[src/rtl/sdram_arb_pkg.sv]
// Shared types for the two-port SDRAM request arbiter: FSM states, port ids,
// the SDRAM address layout and the registered command word.
package sdram_arb_pkg;

  localparam int ADDR_W = 22;
  localparam int DATA_W = 16;

  typedef enum logic [1:0] {
    IDLE    = 2'd0,
    ISSUE   = 2'd1,
    WAIT_RD = 2'd2,
    GAP     = 2'd3
  } state_e;

  typedef enum logic {
    PORT0 = 1'b0,
    PORT1 = 1'b1
  } port_e;

  // Address layout seen by SDRAM_Interface.
  typedef struct packed {
    logic [1:0]  bank;
    logic [7:0]  col;
    logic [11:0] row;
  } sdram_addr_t;

  typedef struct packed {
    logic              wnr;
    sdram_addr_t       addr;
    logic [DATA_W-1:0] data;
  } cmd_t;

endpackage

[src/rtl/sdram_arb_pick.sv]
// Winner select for the arbiter: port 0 has fixed priority, port 1 overrides
// once it has waited MAX_WAIT cycles while requesting.
module sdram_arb_pick
  import sdram_arb_pkg::*;
#(
  parameter int MAX_WAIT = 64
) (
  input  logic  Clk,
  input  logic  Reset_N,
  input  logic  P0_Req,
  input  logic  P1_Req,
  input  logic  Arb_Go,
  output port_e Winner
);

  localparam logic [7:0] MAX_WAIT_C = 8'(MAX_WAIT);

  logic [7:0] wait_cnt;
  logic       starving;

  assign starving = P1_Req && (wait_cnt >= MAX_WAIT_C);
  assign Winner   = (starving || (P1_Req && !P0_Req)) ? PORT1 : PORT0;

  // Saturating count of cycles port 1 has been kept waiting.
  always_ff @(posedge Clk) begin
    if (!Reset_N) begin
      wait_cnt <= '0;
    end else if (!P1_Req || (Arb_Go && Winner == PORT1)) begin
      wait_cnt <= '0;
    end else if (wait_cnt != 8'hFF) begin
      wait_cnt <= wait_cnt + 8'd1;
    end
  end

endmodule

[src/rtl/sdram_port_arbiter.sv]
// Shares the single SDRAM_Interface request port between the ADC writer
// (port 0) and the host readback (port 1); flags a stalled controller on Err.
module sdram_port_arbiter
  import sdram_arb_pkg::*;
#(
  parameter int READ_LAT    = 2,
  parameter int MAX_WAIT    = 64,
  parameter int ACK_TIMEOUT = 1024
) (
  input  logic              Clk,
  input  logic              Reset_N,
  input  logic              P0_Req,
  input  logic              P0_WnR,
  input  logic [ADDR_W-1:0] P0_Address,
  input  logic [DATA_W-1:0] P0_DataIn,
  output logic              P0_Ack,
  output logic              P0_RdValid,
  input  logic              P1_Req,
  input  logic              P1_WnR,
  input  logic [ADDR_W-1:0] P1_Address,
  input  logic [DATA_W-1:0] P1_DataIn,
  output logic              P1_Ack,
  output logic              P1_RdValid,
  output logic [DATA_W-1:0] RdData,
  output logic              Mem_Req,
  output logic              Mem_WnR,
  output logic [ADDR_W-1:0] Mem_Address,
  output logic [DATA_W-1:0] Mem_DataIn,
  input  logic [DATA_W-1:0] Mem_DataOut,
  input  logic              Mem_Busy,
  input  logic              Mem_Ack,
  output logic              Grant,
  output logic              Err
);

  localparam logic [3:0]  LAT_LOAD = 4'(READ_LAT - 1);
  localparam logic [15:0] TO_LAST  = 16'(ACK_TIMEOUT - 1);

  state_e            state_q, state_d;
  port_e             grant_q, winner;
  cmd_t              cmd_q, p0_cmd, p1_cmd;
  logic              mem_req_q, mem_req_d;
  logic [3:0]        lat_q;
  logic [15:0]       to_q;
  logic              err_q;
  logic              p0_ack_q, p1_ack_q, p0_rdv_q, p1_rdv_q;
  logic [DATA_W-1:0] rd_data_q;
  logic              arb_go, ack_take, timeout, rd_done, bad_state;

  assign p0_cmd = {P0_WnR, P0_Address, P0_DataIn};
  assign p1_cmd = {P1_WnR, P1_Address, P1_DataIn};

  sdram_arb_pick #(.MAX_WAIT(MAX_WAIT)) u_pick (
    .Clk     (Clk),
    .Reset_N (Reset_N),
    .P0_Req  (P0_Req),
    .P1_Req  (P1_Req),
    .Arb_Go  (arb_go),
    .Winner  (winner)
  );

  // NOTE: sequential state uses non-blocking assignments so every register
  // samples the pre-edge value of every other register.
  always_ff @(posedge Clk) begin
    if (!Reset_N) state_q <= IDLE;
    else          state_q <= state_d;
  end

  always_comb begin
    state_d = state_q;
    case (state_q)
      IDLE:    if (arb_go) state_d = ISSUE;
      ISSUE: begin
        if (ack_take)     state_d = cmd_q.wnr ? GAP : WAIT_RD;
        else if (timeout) state_d = GAP;
      end
      WAIT_RD: if (rd_done) state_d = GAP;
      GAP:     state_d = IDLE;
      default: state_d = IDLE;
    endcase
  end

  always_comb begin
    // NOTE: every combinational output gets a default first so no path can
    // leave it unassigned and infer a latch.
    arb_go    = 1'b0;
    ack_take  = 1'b0;
    timeout   = 1'b0;
    rd_done   = 1'b0;
    bad_state = 1'b0;
    mem_req_d = 1'b0;
    case (state_q)
      IDLE: begin
        arb_go    = !Mem_Busy && (P0_Req || P1_Req);
        mem_req_d = arb_go;
      end
      ISSUE: begin
        ack_take  = Mem_Ack;
        timeout   = !Mem_Ack && (to_q == TO_LAST);
        mem_req_d = !Mem_Ack && !timeout;
      end
      WAIT_RD: rd_done = (lat_q == 4'd0);
      GAP:     ;
      default: bad_state = 1'b1;
    endcase
  end

  always_ff @(posedge Clk) begin
    if (!Reset_N) begin
      grant_q   <= PORT0;
      cmd_q     <= '0;
      mem_req_q <= 1'b0;
      lat_q     <= '0;
      to_q      <= '0;
      err_q     <= 1'b0;
      p0_ack_q  <= 1'b0;
      p1_ack_q  <= 1'b0;
      p0_rdv_q  <= 1'b0;
      p1_rdv_q  <= 1'b0;
      rd_data_q <= '0;
    end else begin
      mem_req_q <= mem_req_d;
      p0_ack_q  <= ack_take && (grant_q == PORT0);
      p1_ack_q  <= ack_take && (grant_q == PORT1);
      p0_rdv_q  <= rd_done && (grant_q == PORT0);
      p1_rdv_q  <= rd_done && (grant_q == PORT1);

      if (arb_go) begin
        grant_q <= winner;
        cmd_q   <= (winner == PORT1) ? p1_cmd : p0_cmd;
        to_q    <= '0;
      end else if (state_q == ISSUE) begin
        to_q <= to_q + 16'd1;
      end

      if (ack_take)                              lat_q <= LAT_LOAD;
      else if (state_q == WAIT_RD && !rd_done)   lat_q <= lat_q - 4'd1;

      if (rd_done)               rd_data_q <= Mem_DataOut;
      if (timeout || bad_state)  err_q     <= 1'b1;
    end
  end

  assign Mem_Req     = mem_req_q;
  assign Mem_WnR     = cmd_q.wnr;
  assign Mem_Address = cmd_q.addr;
  assign Mem_DataIn  = cmd_q.data;
  assign Grant       = grant_q;
  assign Err         = err_q;
  assign P0_Ack      = p0_ack_q;
  assign P1_Ack      = p1_ack_q;
  assign P0_RdValid  = p0_rdv_q;
  assign P1_RdValid  = p1_rdv_q;
  assign RdData      = rd_data_q;

endmodule

[config.mk]
export PLATFORM = sky130hd
export DESIGN_NAME = sdram_port_arbiter
export DESIGN_NICKNAME = d
export VERILOG_FILES = /design/src/rtl/sdram_arb_pkg.sv /design/src/rtl/sdram_arb_pick.sv /design/src/rtl/sdram_port_arbiter.sv
export SDC_FILE = /design/constraint.sdc
export NUM_CORES = 1
export LEC_CHECK = 0
export CORE_MARGIN = 4
export CORE_UTILIZATION = 30
export DETAILED_ROUTE_END_ITERATION = 7
export GPL_TIMING_DRIVEN = 0
export HOLD_SLACK_MARGIN = 0.15
export PLACE_DENSITY = 0.68
export SLEW_MARGIN = 15
export SYNTH_ARGS = -nofsm -noshare
export SYNTH_HDL_FRONTEND = slang
export SYNTH_SLANG_ARGS = --single-unit
[constraint.sdc]
create_clock -name Clk -period 2.6 [get_ports Clk]
set_input_delay 0.52 -clock Clk [delete_from_list [all_inputs] [get_ports Clk]]
set_output_delay 0.52 -clock Clk [all_outputs]
set_load 0.05 [all_outputs]
==> impl_metrics.yaml <==
status:
  outcome: "complete, no violations"
route:
  vias: 3678
  viasPerCell: 4.697
  dr_wl_met2_um: 5414
  first_pass_iters: 4
  wirelength_um: 11260
  wl_per_cell_um: 14.38
  highest_layer: "met4"
  dr.first_iter.drc_count: 140
  met1Wirelength_um: 4672
  ant_nets: 0
  met3WireLength_um: 949
  drc: 0
logic_synthesis:
  netlist.area_leader.share: 0.4646
  yosysUniqueCellTypes: 41
  synth-seq-cells: 92
  synth_nets: 542
  synth_flop_cell: "dfxtp_1"
  seq_area_frac_synth: 0.4646
  synthArstFlopShare: 0
  synthesis.area_um2: 3964
  synth_top_cell_by_area: "dfxtp_1"
  synth_edf_count: 0
  synth_area_leaders: "dfxtp_1, mux2i_1, a211oi_1"
  ys.warnings.count: 0
  syn_area_per_cell_um2: 9.112
  syn_inst: 435
clock_tree:
  cts_tree: "yes"
  cts_resized: 0
  cts_hold_buf: 0
  path_clk_slew_ps: 70
  cts.sinks: 92
  cts_root_buf: "clkbuf_16"
  clock_latency_ps: 350
  htreeDepth: 3
  cts_setup_buffers: 0
  clk_path_buf_depth: 2
  cts_buffers: 9
timing:
  relSlewSlack: 0.5588
  max_freq_mhz: 464.7
  tightestPinTransition_ps: 658.9
  hold_viol_final: 0
  period_share: 0.8277
  setup-tns-final_ps: 0
  finalClockSkew_ps: 7.117
  finalSetupViolations: 0
  fin_crit_ps: 2152
  slew_violations: 0
  grt_setup_unrepaired: "no"
global_route:
  grt_pass1_vias: 3719
  grt.total_usage: 0.1473
  grt_max_degree: 17
  grt_pass1_wl_um: 17560
  overflow: 0
  antenna_found_initial: 0
cells_and_area:
  final_cell_mix: "clkdlybuf4s50_1, dfxtp_1, nor2_1"
  stdcell_count: 783
  insertedDiodeCount: 0
  finalCoreUtilization: 0.4760
  final_nets: 713
  areaGrowthSynthToFinish_pct: 53.38
  drive_gt1_frac: 0.05892
  mostFrequentLayoutCell: "clkdlybuf4s50_1"
power:
  leakage_nw: 2.364
  vdd_drop_max_uv: 371.9
  p_sw_mw: 2.180
  power.internal_mw: 3.240
  pwr-share-seq: 0.336
  p_comb_frac: 0.418
  swShare: 0.4022
  powerDensity_nw_per_um2: 891.6
  clockPowerShare: 0.246
run:
  drv_cap: 0
floorplanning:
  die_width_um: 122.9
  start_util: 0.3103
  row_count: 41
  die_area_um2: 15120
  coreArea_um2: 12770
  chipHeight_um: 122.9
  io_pins: 162
place:
  port_buffers: 160
  gp_congestion: 0.8050
  dpl.hpwl_um: 8860
  dp.cells: 767
setup_path:
  rrSetupSlack_ps: 700
  cp_common_cell: "nor2_1"
  crit_fanout: 10
  cp_data_required_time_ps: 2850
  cp.arrival_ps: 2400
  max_stage_delay_ps: 570
  path_cells: "clkdlybuf4s50_1, o21bai_1, nor2_1, clkbuf_1, nor2_1, a211oi_1"
  worstSetupPathType: "primary input to flop"
  cp-end-kind: "flop"
  cp_slowest_cell: "clkdlybuf4s50_1"
  start_kind: "primary input"
hold_path:
  hold_path.class: "flop to flop"
==> critical path, delay by kind of cell <==
family | cells | cell delay, ps
buffers and inverters | 2 | 970
AO/OA/AOI/OAI | 2 | 460
AND/OR/NAND/NOR | 2 | 460
==> cell type report <==
cell class / instances / area, um2
sequential: 92 / 1842
timing repair buffer: 160 / 1602
clock inverter: 7 / 73.82
inverter: 11 / 41.29
buffer: 26 / 150.1
clock buffer: 9 / 225.2
tap: 172 / 215.2
fill: 1196 / 6694
multi-input combinational: 306 / 1931
==> state kept, by name (all words and copies together), names as in the netlist, 2 cells and up <==
signal,flops
Mem_Address,22
Mem_DataIn,16
RdData,16
lat_q,4
state_q,2
to_q,16
u_pick.wait_cnt,8
==> metrics by stage <==
step	worst slack, ps	instance area [um2]	power, mW	hold WS [ps]
global route	260.7	6080	5.696	475.0
detailed placement	16.04	5781	4.129	446.0
CTS	395.2	6080	5.476	455.4
global placement	7.081	5781	4.087	441.2
finish	448.0	6080	5.421	453.2
floorplan	978.5	3964	3.312	452.0
==> cells by family after synthesis <==
kind of cell	Yosys count	synth area share
flops	92	0.4646
compound gates	85	0.1458
xor+xnor	18	0.03977
buf+inv	37	0.04829
simple gates	154	0.1733
mux	42	0.1061
fa+ha+maj	7	0.02209
==> per-layer routing <==
metal | GRT usage | vias to the layer above
met5 | 0 | -
met4 | 0.05808 | 0
met3 | 0.06313 | 14
met2 | 0.2453 | 130
met1 | 0.1665 | 1666
li1 | - | 1868
==> worst paths after layout <==
path / cells after the start / end / from
max: 6 / Mem_Address[4] / P1_Req
min: 2 / RdData[0] / RdData[0]
max reg2reg: 7 / Mem_Address[4] / state_q[0]
min reg2reg: 2 / RdData[0] / RdData[0]
==> power by group through the flow <==
stage	registers, mW	clock network (mW)	logic (mW)
finish	1.82	1.33	2.27
global route	1.86	1.42	2.41
CTS	1.82	1.37	2.29
detailed placement	1.85	0	2.28
global placement	1.84	0	2.25
floorplan	2.60	0	0.715
==> Yosys cell counts (all sizes together) (7+ instances only) <==
cell / n
nor2: 69
ha: 7
mux2i: 42
nand3: 8
clkbuf: 12
nand2: 47
inv: 11
buf: 14
xor2: 14
a211oi: 41
a21oi: 23
nand4: 7
o21ai: 8
dfxtp: 92
(Power assumes the default switching activity.)
